## config.mk

```make
export PLATFORM = sky130hd
export DESIGN_NAME = reg_file_sb
export DESIGN_NICKNAME = d
export VERILOG_FILES = /design/src/rtl/reg_file_sb.sv
export SDC_FILE = /design/constraint.sdc
export NUM_CORES = 1
export LEC_CHECK = 0
export ABC_CLOCK_PERIOD_IN_PS = 5300
export CELL_PAD_IN_SITES_DETAIL_PLACEMENT = 0
export CELL_PAD_IN_SITES_GLOBAL_PLACEMENT = 2
export CORE_MARGIN = 10
export CORE_UTILIZATION = 31
export DETAILED_ROUTE_END_ITERATION = 10
export PLACE_DENSITY = 0.82
export SETUP_SLACK_MARGIN = 0.2
export SYNTH_ARGS = -nofsm -noshare
export SYNTH_HDL_FRONTEND = slang
export SYNTH_SLANG_ARGS = --single-unit
export TNS_END_PERCENT = 50
```

## constraint.sdc

```tcl
create_clock -name clk -period 5.3 [get_ports clk]
set_clock_uncertainty 0.1 [all_clocks]
set_input_delay 0.795 -clock clk [delete_from_list [all_inputs] [get_ports clk]]
set_output_delay 0.795 -clock clk [all_outputs]
set_load 0.05 [all_outputs]
```

## src/rtl/reg_file_sb.sv

```systemverilog
// Parametrised register file: two combinational read ports, one write port,
// write->read bypass, and a per-register busy scoreboard. Optional macro RF_ZERO_REG_EN hardwires register 0 to zero.
module reg_file_sb #(
    parameter int NUM_REGS = 4,
    parameter int DATA_W   = 8,
    localparam int ADDR_W  = $clog2(NUM_REGS)
) (
    input  logic              clk,
    input  logic              areset,
    input  logic              wen,
    input  logic [ADDR_W-1:0] rd,
    input  logic [DATA_W-1:0] wdata,
    input  logic [ADDR_W-1:0] rs1,
    input  logic [ADDR_W-1:0] rs2,
    output logic [DATA_W-1:0] rs1_data,
    output logic [DATA_W-1:0] rs2_data,
    output logic              rs1_busy,
    output logic              rs2_busy,
    input  logic              rsv_en,
    input  logic [ADDR_W-1:0] rsv_rd,
    output logic              rsv_ok,
    output logic [ADDR_W:0]   busy_cnt
);

`ifdef RF_ZERO_REG_EN
    localparam bit ZERO_REG = 1'b1;
`else
    localparam bit ZERO_REG = 1'b0;
`endif

    logic [DATA_W-1:0]   regs_reg [NUM_REGS];
    logic [NUM_REGS-1:0] busy_reg;
    logic [NUM_REGS-1:0] busy_next;
    logic [ADDR_W:0]     busy_cnt_reg;
    logic [ADDR_W:0]     busy_cnt_next;

    // One-hot decodes; out-of-range addresses simply match no register.
    logic [NUM_REGS-1:0] wr_dec;
    logic [NUM_REGS-1:0] rs1_dec;
    logic [NUM_REGS-1:0] rs2_dec;
    logic [NUM_REGS-1:0] rsv_dec;
    logic [NUM_REGS-1:0] rsv_grant;
    logic [NUM_REGS-1:0] rsv_set;

    genvar gi;
    generate
        for (gi = 0; gi < NUM_REGS; gi++) begin : g_reg
            localparam bit IS_ZERO = ZERO_REG && (gi == 0);

            assign wr_dec[gi]    = wen && (rd == ADDR_W'(gi)) && !IS_ZERO;
            assign rs1_dec[gi]   = (rs1 == ADDR_W'(gi));
            assign rs2_dec[gi]   = (rs2 == ADDR_W'(gi));
            assign rsv_dec[gi]   = rsv_en && (rsv_rd == ADDR_W'(gi));
            assign rsv_grant[gi] = rsv_dec[gi] && (!busy_reg[gi] || wr_dec[gi]);
            // A hardwired zero register grants reservations but never tracks them.
            assign rsv_set[gi]   = rsv_grant[gi] && !IS_ZERO;
            // Set wins over clear when write-back and reserve hit the same register.
            assign busy_next[gi] = (busy_reg[gi] && !wr_dec[gi]) || rsv_set[gi];

            always_ff @(posedge clk or negedge areset) begin
                if (!areset) begin
                    regs_reg[gi] <= '0;
                end else if (wr_dec[gi]) begin
                    regs_reg[gi] <= wdata;
                end
            end
        end
    endgenerate

    logic [DATA_W-1:0] rs1_mux;
    logic [DATA_W-1:0] rs2_mux;

    always_comb begin
        rs1_mux = '0;
        rs2_mux = '0;
        for (int i = 0; i < NUM_REGS; i++) begin
            if (rs1_dec[i]) rs1_mux = regs_reg[i];
            if (rs2_dec[i]) rs2_mux = regs_reg[i];
        end
    end

    assign rs1_data = |(wr_dec & rs1_dec) ? wdata : rs1_mux;
    assign rs2_data = |(wr_dec & rs2_dec) ? wdata : rs2_mux;
    assign rs1_busy = |(rs1_dec & busy_reg & ~wr_dec);
    assign rs2_busy = |(rs2_dec & busy_reg & ~wr_dec);
    assign rsv_ok   = |rsv_grant;

    always_comb begin
        busy_cnt_next = '0;
        for (int i = 0; i < NUM_REGS; i++) begin
            busy_cnt_next = busy_cnt_next + (ADDR_W+1)'(busy_next[i]);
        end
    end

    always_ff @(posedge clk or negedge areset) begin
        if (!areset) begin
            busy_reg     <= '0;
            busy_cnt_reg <= '0;
        end else begin
            busy_reg     <= busy_next;
            busy_cnt_reg <= busy_cnt_next;
        end
    end

    assign busy_cnt = busy_cnt_reg;

endmodule

```

==> results of run 1 <==
==> cells in the final DEF (no fill, tap or decap) <==
cell type / count
a22o_1: 2
a22oi_1: 1
a2bb2oi_1: 1
a31o_2: 1
a31oi_1: 4
a32o_1: 1
buf_2: 1
buf_4: 4
bufinv_16: 2
clkbuf_1: 1
clkbuf_8: 5
clkdlybuf4s50_1: 40
dfrtp_1: 39
fa_1: 1
ha_1: 2
inv_1: 2
mux2_2: 31
mux2_4: 9
mux2i_1: 2
mux4_1: 4
mux4_2: 12
nand2_1: 27
nand3_1: 4
nand3_2: 2
nand3b_1: 4
nor2b_1: 1
nor3b_2: 1
o21ai_0: 2
or3b_4: 1
xnor2_1: 2
xnor2_2: 1
xnor2_4: 1
==> where the power goes <==
group          switching (uW)  internal [uW]
logic                     252            206
clock network             107            188
registers                38.0            356
total                     397            750
==> worst paths after layout <==
path / slack, ns / to / startpoint
hold / removal: 0.41 / regs_reg[26] / regs_reg[26]
setup reg to reg: 3.44 / busy_cnt[1] / busy_reg[0]
setup / recovery: 0.89 / rs1_data[0] / rs1[0]
max in group asynchronous: 4.00 / regs_reg[21] / areset
min in group asynchronous: 0.53 / busy_cnt[1] / areset
hold reg to reg: 0.41 / regs_reg[26] / regs_reg[26]
==> worst register-to-register path: stages (launching register included) <==
cell and delay, ns:
dfrtp_1 0.41, a22o_1 0.24, ha_1 0.32, fa_1 0.39, ha_1 0.28
==> metal layers <==
metal | GRT usage | vias up
li1 | - | 713
met1 | 0.148 | 775
met2 | 0.156 | 31
met3 | 0.0228 | 4
met4 | 0.0319 | 0
met5 | 0 | -
==> through the flow <==
stage,util,setup slack [ns]
2_1_floorplan,-,2.16
3_3_place_gp,0.386,0.842
3_5_place_dp,0.386,0.815
4_1_cts,0.405,0.819
5_1_grt,0.405,0.725
6_report,0.405,0.886
==> kinds of logic after synthesis <==
group,after synthesis,synth area share
simple gates,40,0.0866
xor+xnor,4,0.0263
flops,39,0.419
fa+ha+maj,3,0.0194
compound gates,12,0.0376
buf+inv,12,0.0328
mux,58,0.378
==> cell usage after synthesis (all sizes together), types with 4 or more instances <==
cell,number
nand3,6
mux4,16
a31oi,4
mux2,40
nand2,27
buf,8
nand3b,4
xnor2,4
dfrtp,39
==> layout make-up <==
class | count | area [um^2] | area share
Clock buffer | 6 | 72.6 | 0.0246
Timing Repair Buffer | 45 | 435 | 0.148
Multi-Input combinational cell | 117 | 1270 | 0.432
Inverter | 2 | 7.51 | 0.00254
Sequential cell | 39 | 976 | 0.331
Tap cell | 99 | 124 | 0.0420
Clock inverter | 2 | 60.1 | 0.0204
==> impl_metrics.toml, run 1 <==
[status]
status = "finished clean"

[worst_hold_path]
hold_class = "reg -> reg"
hold_depth = 2

[timing]
relSlewSlack = 0.393
rsz0062_at_grt = "false"
slew_violations = 0
tightest_slew_ns = 0.908
setup_tns_ns = 0
holdWs_ns = 0.410
setup_violations = 0
hold_viol_final = 0
fmax_mhz = 227
period_share = 0.833
period_minus_slack_ns = 4.41

[critical_path]
crit_fanout = 12
slowest_delay_ns = 1.07
cp_common_cell = "clkdlybuf4s50_1"
cp-end-kind = "output pin"
worstPathArrival_ns = 3.52
crit_type = "in -> out"
worstSetupStartpointType = "primary input"
cp_num_buf_inv = 2
critPathSlowestCell = "clkdlybuf4s50_1"
worst_r2r_path_depth = 4
cp_cell_sequence = "clkdlybuf4s50_1 -> xnor2_4 -> nand3_2 -> mux2_2 -> clkdlybuf4s50_1"
worstPathRequired_ns = 4.41
path_depth = 5
cpLargestDelayFamily = "buffers and inverters"

[place]
placed_area_um2 = 2820
port_buffers = 41
routabilityCongestion = 0.705
placed_cells = 302
hpwl_um = 4040

[clock_network]
cts_root_buffer = "clkbuf_8"
clk_path_buf_depth = 2
cts-htree-levels = 2
clkTransAtPathRegs_ns = 0.08
cts_tree = "done"
cts.sinks = 39
insertion_delay_ns = 0.29
postCtsResizedCells = 0
post-cts-setup-buffers = 0
cts_inserted_buffers = 5
hold_buffers = 0

[floorplanning]
pin_count = 42
die_w_um = 107
floorplan.initialDensity = 0.319
die_h_um = 107
dieArea_um2 = 11400
placementRows = 31
core-area_um2 = 7290

[final_layout]
nets = 233
syn_to_final_growth_pct = 26.8
fin_cells = 310
stdcell_area_um2 = 2950
fillers = 732
largest_reg_flops = 32
drive_above_1_share = 0.336
num_antenna_cells = 0

[route]
drc_errors = 0
drt-met1-wl_um = 2880
wl_met3_um = 211
top_layer = "met4"
initialDrtViolationCount = 104
post_drt_wl_per_cell_um = 19.0
wl_met2_um = 2740
drt_wl_total_um = 5900
avgViaCountPerCell = 4.91
drt-pass1-iter-count = 4
ant_nets = 0
vias = 1523

[synthesis]
synth_seq_area_share = 0.419
synth.avg_cell_area_um2 = 13.9
yosys-top-cells-area = "dfrtp_1 42%, mux2_2 15%, mux4_2 12%"
synth_cell_types = 30
synth_ff_type = "dfrtp_1"
synth.largest_area_cell = "dfrtp_1"
yosysTopAreaCellShare = 0.419
synth_area_um2 = 2330
synth_edf_count = 0
syn_nets = 191
synth_seq_cells = 39
netlist_instances = 168
synth_async_sr_flop_share = 1.00
yosysWarnings = 0

[flow_run]
maxCapViolCount = 0

[power_and_ir_drop]
vdd_drop_max_v = 0.000188
leakage_uw = 0.00125
finalPower_uw = 1150
powerDensity_nw_per_um2 = 389

[global_route]
globalRouteOverflowTotal = 0
grt_pass1_vias = 1623
grt_first_pass_wirelength_um = 9420
grt.total_usage = 0.105
grt_antenna_before_repair = 0
grt_max_degree = 40
Power figures use the tool's default switching activity.
==> inputs of run 2 (changes only) <==
ABC_CLOCK_PERIOD_IN_PS = 3700   (was 5300)
PLACE_DENSITY = 0.85   (was 0.82)
clock period = 3.7 ns   (was 5.3 ns; I/O delays follow)
==> run 2 against run 1 <==
Against the previous run:
- critical path depth up 1
- via count grew 2.9%
- die area stayed put
- sequential power is 43% higher
- flip-flop and latch count is the same
- combinational power increased by 48%
- setup slack lost 0.23 ns
- largest power group unchanged
- highest routed layer unchanged
==> impl_metrics.toml, run 2 (synthesis gave the netlist of run 1 again) <==
[timing]
hold_viol_final = 0
relSlewSlack = 0.413
period_share = 0.822
slew_violations = 0
holdWs_ns = 0.280
setup_tns_ns = 0
rsz0062_at_grt = "false"
tightest_slew_ns = 0.881
fmax_mhz = 329
period_minus_slack_ns = 3.04
setup_violations = 0

[critical_path]
reg2reg_to = "busy_cnt[1]"
crit_type = "in -> out"
worst_r2r_path_depth = 4
slowest_delay_ns = 0.46
r2r_slack_ns = 1.89
worstPathArrival_ns = 2.39
cp_common_cell = "buf_4"
cp-end-kind = "output pin"
crit_fanout = 12
worstPathRequired_ns = 3.04
worstSetupStartpointType = "primary input"
critPathSlowestCell = "clkdlybuf4s50_1"
cp_cell_sequence = "clkdlybuf4s50_1 -> buf_4 -> xnor2_4 -> nand3_2 -> mux2_4 -> buf_4"
r2r_start = "busy_reg[0]"

[place]
routabilityCongestion = 0.774
hpwl_um = 4190
port_buffers = 41

[global_route]
grt_first_pass_wirelength_um = 9510
grt_pass1_vias = 1708
grt.total_usage = 0.106
grt_antenna_before_repair = 0
grt_max_degree = 40
globalRouteOverflowTotal = 0

[final_layout]
final_common_cell = "dfrtp_1"
fillers = 711
regArea_um2 = 976
final_cell_mix = "39 x dfrtp_1, 31 x mux2_2, 27 x nand2_1, 21 x clkdlybuf4s50_1, 21 x buf_4"
drive_above_1_share = 0.437
syn_to_final_growth_pct = 27.8
multi_input_area_um2 = 1270
largest_reg_flops = 32
nets = 237
num_antenna_cells = 0

[power_and_ir_drop]
swShare = 0.364
powerDensity_nw_per_um2 = 524
leakage_uw = 0.00130
finalPower_uw = 1560
switchingPower_uw = 568
vdd_drop_max_v = 0.000203
intPower_uw = 991
pwr-share-seq = 0.363
p_clk_frac = 0.203
comb_power_share = 0.435

[clock_network]
cts_tree = "done"
cts_inserted_buffers = 5
clkTransAtPathRegs_ns = 0.07
clk_path_buf_depth = 2
cts-htree-levels = 2
hold_buffers = 0
post-cts-setup-buffers = 0
insertion_delay_ns = 0.29
postCtsResizedCells = 0
cts.sinks = 39
cts_root_buffer = "clkbuf_8"

[floorplanning]
pin_count = 42
die_w_um = 107
die_h_um = 107
placementRows = 31
dieArea_um2 = 11400
core-area_um2 = 7290
floorplan.initialDensity = 0.319

[route]
drt-pass1-iter-count = 4
avgViaCountPerCell = 4.99
drc_errors = 0
vias = 1567
initialDrtViolationCount = 43
drt_wl_total_um = 5880
post_drt_wl_per_cell_um = 18.7
ant_nets = 0

[worst_hold_path]
hold_class = "in -> async"

[flow_run]
maxCapViolCount = 0

[status]
status = "finished clean"
## run 2: cell types whose count changed in the layout (fill, tap and decap cells not counted), sizes merged
cell	previous run	this run
buf	5	28
clkdlybuf4s50	40	21
bufinv	2	0
clkbuf	6	8
## run 2: worst max-delay path, delay by kind of cell
family	cells	cell delay, ns
mux	1	0.42
simple gates	1	0.33
buf+inv	3	0.92
xor+xnor	1	0.15
## run 2: cell type report
| cell class | instances | share of cell area |
|---|---|---|
| well taps | 99 | 0.0416 |
| flip-flops and latches | 39 | 0.328 |
| inverters | 2 | 0.00252 |
| clock buffers | 8 | 0.0336 |
| multi-input cells | 117 | 0.429 |
| repair buffers | 49 | 0.166 |
## run 2: metrics by stage
stage / cell area [um^2] / cells / setup WS [ns] / utilization
after detailed placement: 2880 / 306 / 0.525 / 0.394
after global routing: 2980 / 314 / 0.556 / 0.408
after global placement: 2880 / 306 / 0.564 / 0.394
after CTS: 2980 / 314 / 0.622 / 0.408
final: 2980 / 314 / 0.657 / 0.408
after floorplan: 2330 / 168 / 1.04 / -
## run 2: worst max path at each step
stage                       from          end  slack, ns
after floorplan            rd[1]     rs2_busy       1.04
after global routing       rd[1]     rs1_busy       0.56
after detailed placement     wen  busy_cnt[1]       0.53
final                     rs1[0]  rs1_data[4]       0.66
after CTS                  rd[1]     rs1_busy       0.62
after global placement       wen  busy_cnt[1]       0.56
## run 2: power groups by stage
stage               Combinational, uW  Clock [uW]  Sequential, uW
floorplan                         425           0             599
global placement                  683           0             567
detailed placement                688           0             574
CTS                               690         325             565
global route                      719         343             577
finish                            678         316             565
## run 2: routing by layer
metal  track usage  routed length (um)
met2         0.165                2930
met5             0                   0
met3        0.0228                 167
met4        0.0358                  73
met1         0.143                2700
==> inputs of run 3 (changes only) <==
ABC_CLOCK_PERIOD_IN_PS = 2550   (was 3700)
clock period = 2.55 ns   (was 3.7 ns; I/O delays follow)
==> run 3 against run 2 <==
Against the previous run:
- flip-flop and latch count stayed put
- final cell count is 7.6% higher
- via count is 8.9% higher
- non-clock buffer count is 24 higher
- first-iteration DRC count is 23% higher
- clock power is 67% higher
- register-to-register slack worse by 1.2 ns
- wire length is 4.8% higher
- setup slack worse by 0.44 ns
- critical path type unchanged
- largest cell class unchanged
- highest routed layer unchanged
==> impl_metrics.toml, run 3 (synthesis gave the netlist of run 1 again) <==
[status]
status = "finished clean"

[global_route]
grt.total_usage = 0.110
grt_max_degree = 40
globalRouteOverflowTotal = 0
grt_antenna_before_repair = 0
grt_first_pass_wirelength_um = 9920
grt_pass1_vias = 1789

[floorplanning]
die_w_um = 107
pin_count = 42
floorplan.initialDensity = 0.319
core-area_um2 = 7290
die_h_um = 107
dieArea_um2 = 11400
placementRows = 31

[worst_hold_path]
hold_class = "in -> async"

[clock_network]
insertion_delay_ns = 0.30
cts.sinks = 39
cts_inserted_buffers = 5
cts_root_buffer = "clkbuf_8"
cts-htree-levels = 2
cts_tree = "done"
clkTransAtPathRegs_ns = 0.08
clk_path_buf_depth = 2

[final_layout]
num_antenna_cells = 0
final_common_cell = "dfrtp_1"
fillers = 708
nets = 261
final_cell_mix = "39 x dfrtp_1, 31 x mux2_2, 27 x nand2_1, 19 x buf_6, 18 x buf_4"
regArea_um2 = 976
drive_above_1_share = 0.536
finalCoreUtilization = 0.463
multi_input_area_um2 = 1310
largest_reg_flops = 32
syn_to_final_growth_pct = 45.2

[critical_path]
r2r_start = "busy_reg[0]"
slowest_delay_ns = 0.49
worstPathRequired_ns = 2.07
crit_start = "rs2[0]"
worstPathArrival_ns = 1.85
crit_type = "in -> out"
cp-end-kind = "output pin"
reg2reg_to = "busy_cnt[1]"
worst_r2r_path_depth = 4
cp_cell_sequence = "clkdlybuf4s15_2 -> bufbuf_16 -> mux4_2 -> mux2_2 -> buf_12"
r2r_slack_ns = 0.74
critPathSlowestCell = "mux4_2"
worstSetupStartpointType = "primary input"
cp-endpoint = "rs2_data[2]"
crit_fanout = 5

[power_and_ir_drop]
powerDensity_nw_per_um2 = 719
vdd_drop_max_v = 0.000350
finalPower_uw = 2430
leakage_uw = 0.00153

[timing]
period_minus_slack_ns = 2.33
setup_violations = 0
tightest_slew_ns = 0.884
period_share = 0.915
relSlewSlack = 0.411
rsz0062_at_grt = "true"
hold_viol_final = 0
setup_tns_ns = 0
slew_violations = 0
fmax_mhz = 429

[route]
avgViaCountPerCell = 5.05
initialDrtViolationCount = 53
post_drt_wl_per_cell_um = 18.2
drt-pass1-iter-count = 4
drc_errors = 0
drt_wl_total_um = 6160
ant_nets = 0
vias = 1706

[place]
hpwl_um = 4120
routabilityCongestion = 0.789
port_buffers = 41

[flow_run]
maxCapViolCount = 0
[run 3: report_power, final]
group	internal (uW)	switching [uW]
combinational	529	552
sequential	739	79.3
clock	291	236
total	1560	867
[run 3: through the flow]
stage / cells / instance area [um^2] / hold WS [ns] / setup slack [ns]
floorplan: 168 / 2340 / -0.0131 / 0.199
global placement: 319 / 3030 / 0.382 / -0.0328
detailed placement: 319 / 3030 / 0.384 / -0.0715
CTS: 334 / 3340 / 0.136 / 0.178
global route: 338 / 3380 / 0.173 / 0.186
finish: 338 / 3380 / 0.101 / 0.217
[run 3: critical path: cells and delay by family]
kind                   cells  cell delay [ns]
muxes                      2             0.79
buffers and inverters      3             0.66
[run 3: area by class of cell]
| cell class | count | area share |
|---|---|---|
| multi-input combinational | 117 | 0.388 |
| sequential | 39 | 0.289 |
| timing repair buffer | 73 | 0.251 |
| tap | 99 | 0.0367 |
| clock buffer | 5 | 0.0204 |
| clock inverter | 3 | 0.0130 |
| inverter | 2 | 0.00222 |
[run 3: how the worst min path moves through the flow]
stage | startpoint | end | slack, ns
2_1_floorplan | areset | busy_cnt[0] | -0.01
3_3_place_gp | regs_reg[25] | regs_reg[25] | 0.38
3_5_place_dp | regs_reg[29] | regs_reg[29] | 0.38
4_1_cts | areset | regs_reg[27] | 0.14
5_1_grt | areset | regs_reg[27] | 0.17
6_report | areset | busy_reg[2] | 0.10
[run 3: repair_timing]
| item | in CTS | in global routing |
|---|---|---|
| buffers inserted | 4 | 3 |
| pin swaps | 1 | 1 |
| hold endpoints to repair | 0 | 0 |
| hold buffers | 0 | 0 |
| setup endpoints to repair | 19 | 18 |
| cloned | 3 | 1 |
| resized for setup | 33 | 6 |
[run 3: layer usage]
| layer | up-vias | track usage | routed length [um] | share of wire |
|---|---|---|---|---|
| li1 | 785 | - | - | - |
| met1 | 857 | 0.143 | 2620 | 0.43 |
| met2 | 57 | 0.176 | 3050 | 0.49 |
| met3 | 7 | 0.0305 | 419 | 0.068 |
| met4 | 0 | 0.0319 | 69 | 0.011 |
| met5 | - | 0 | 0 | 0 |
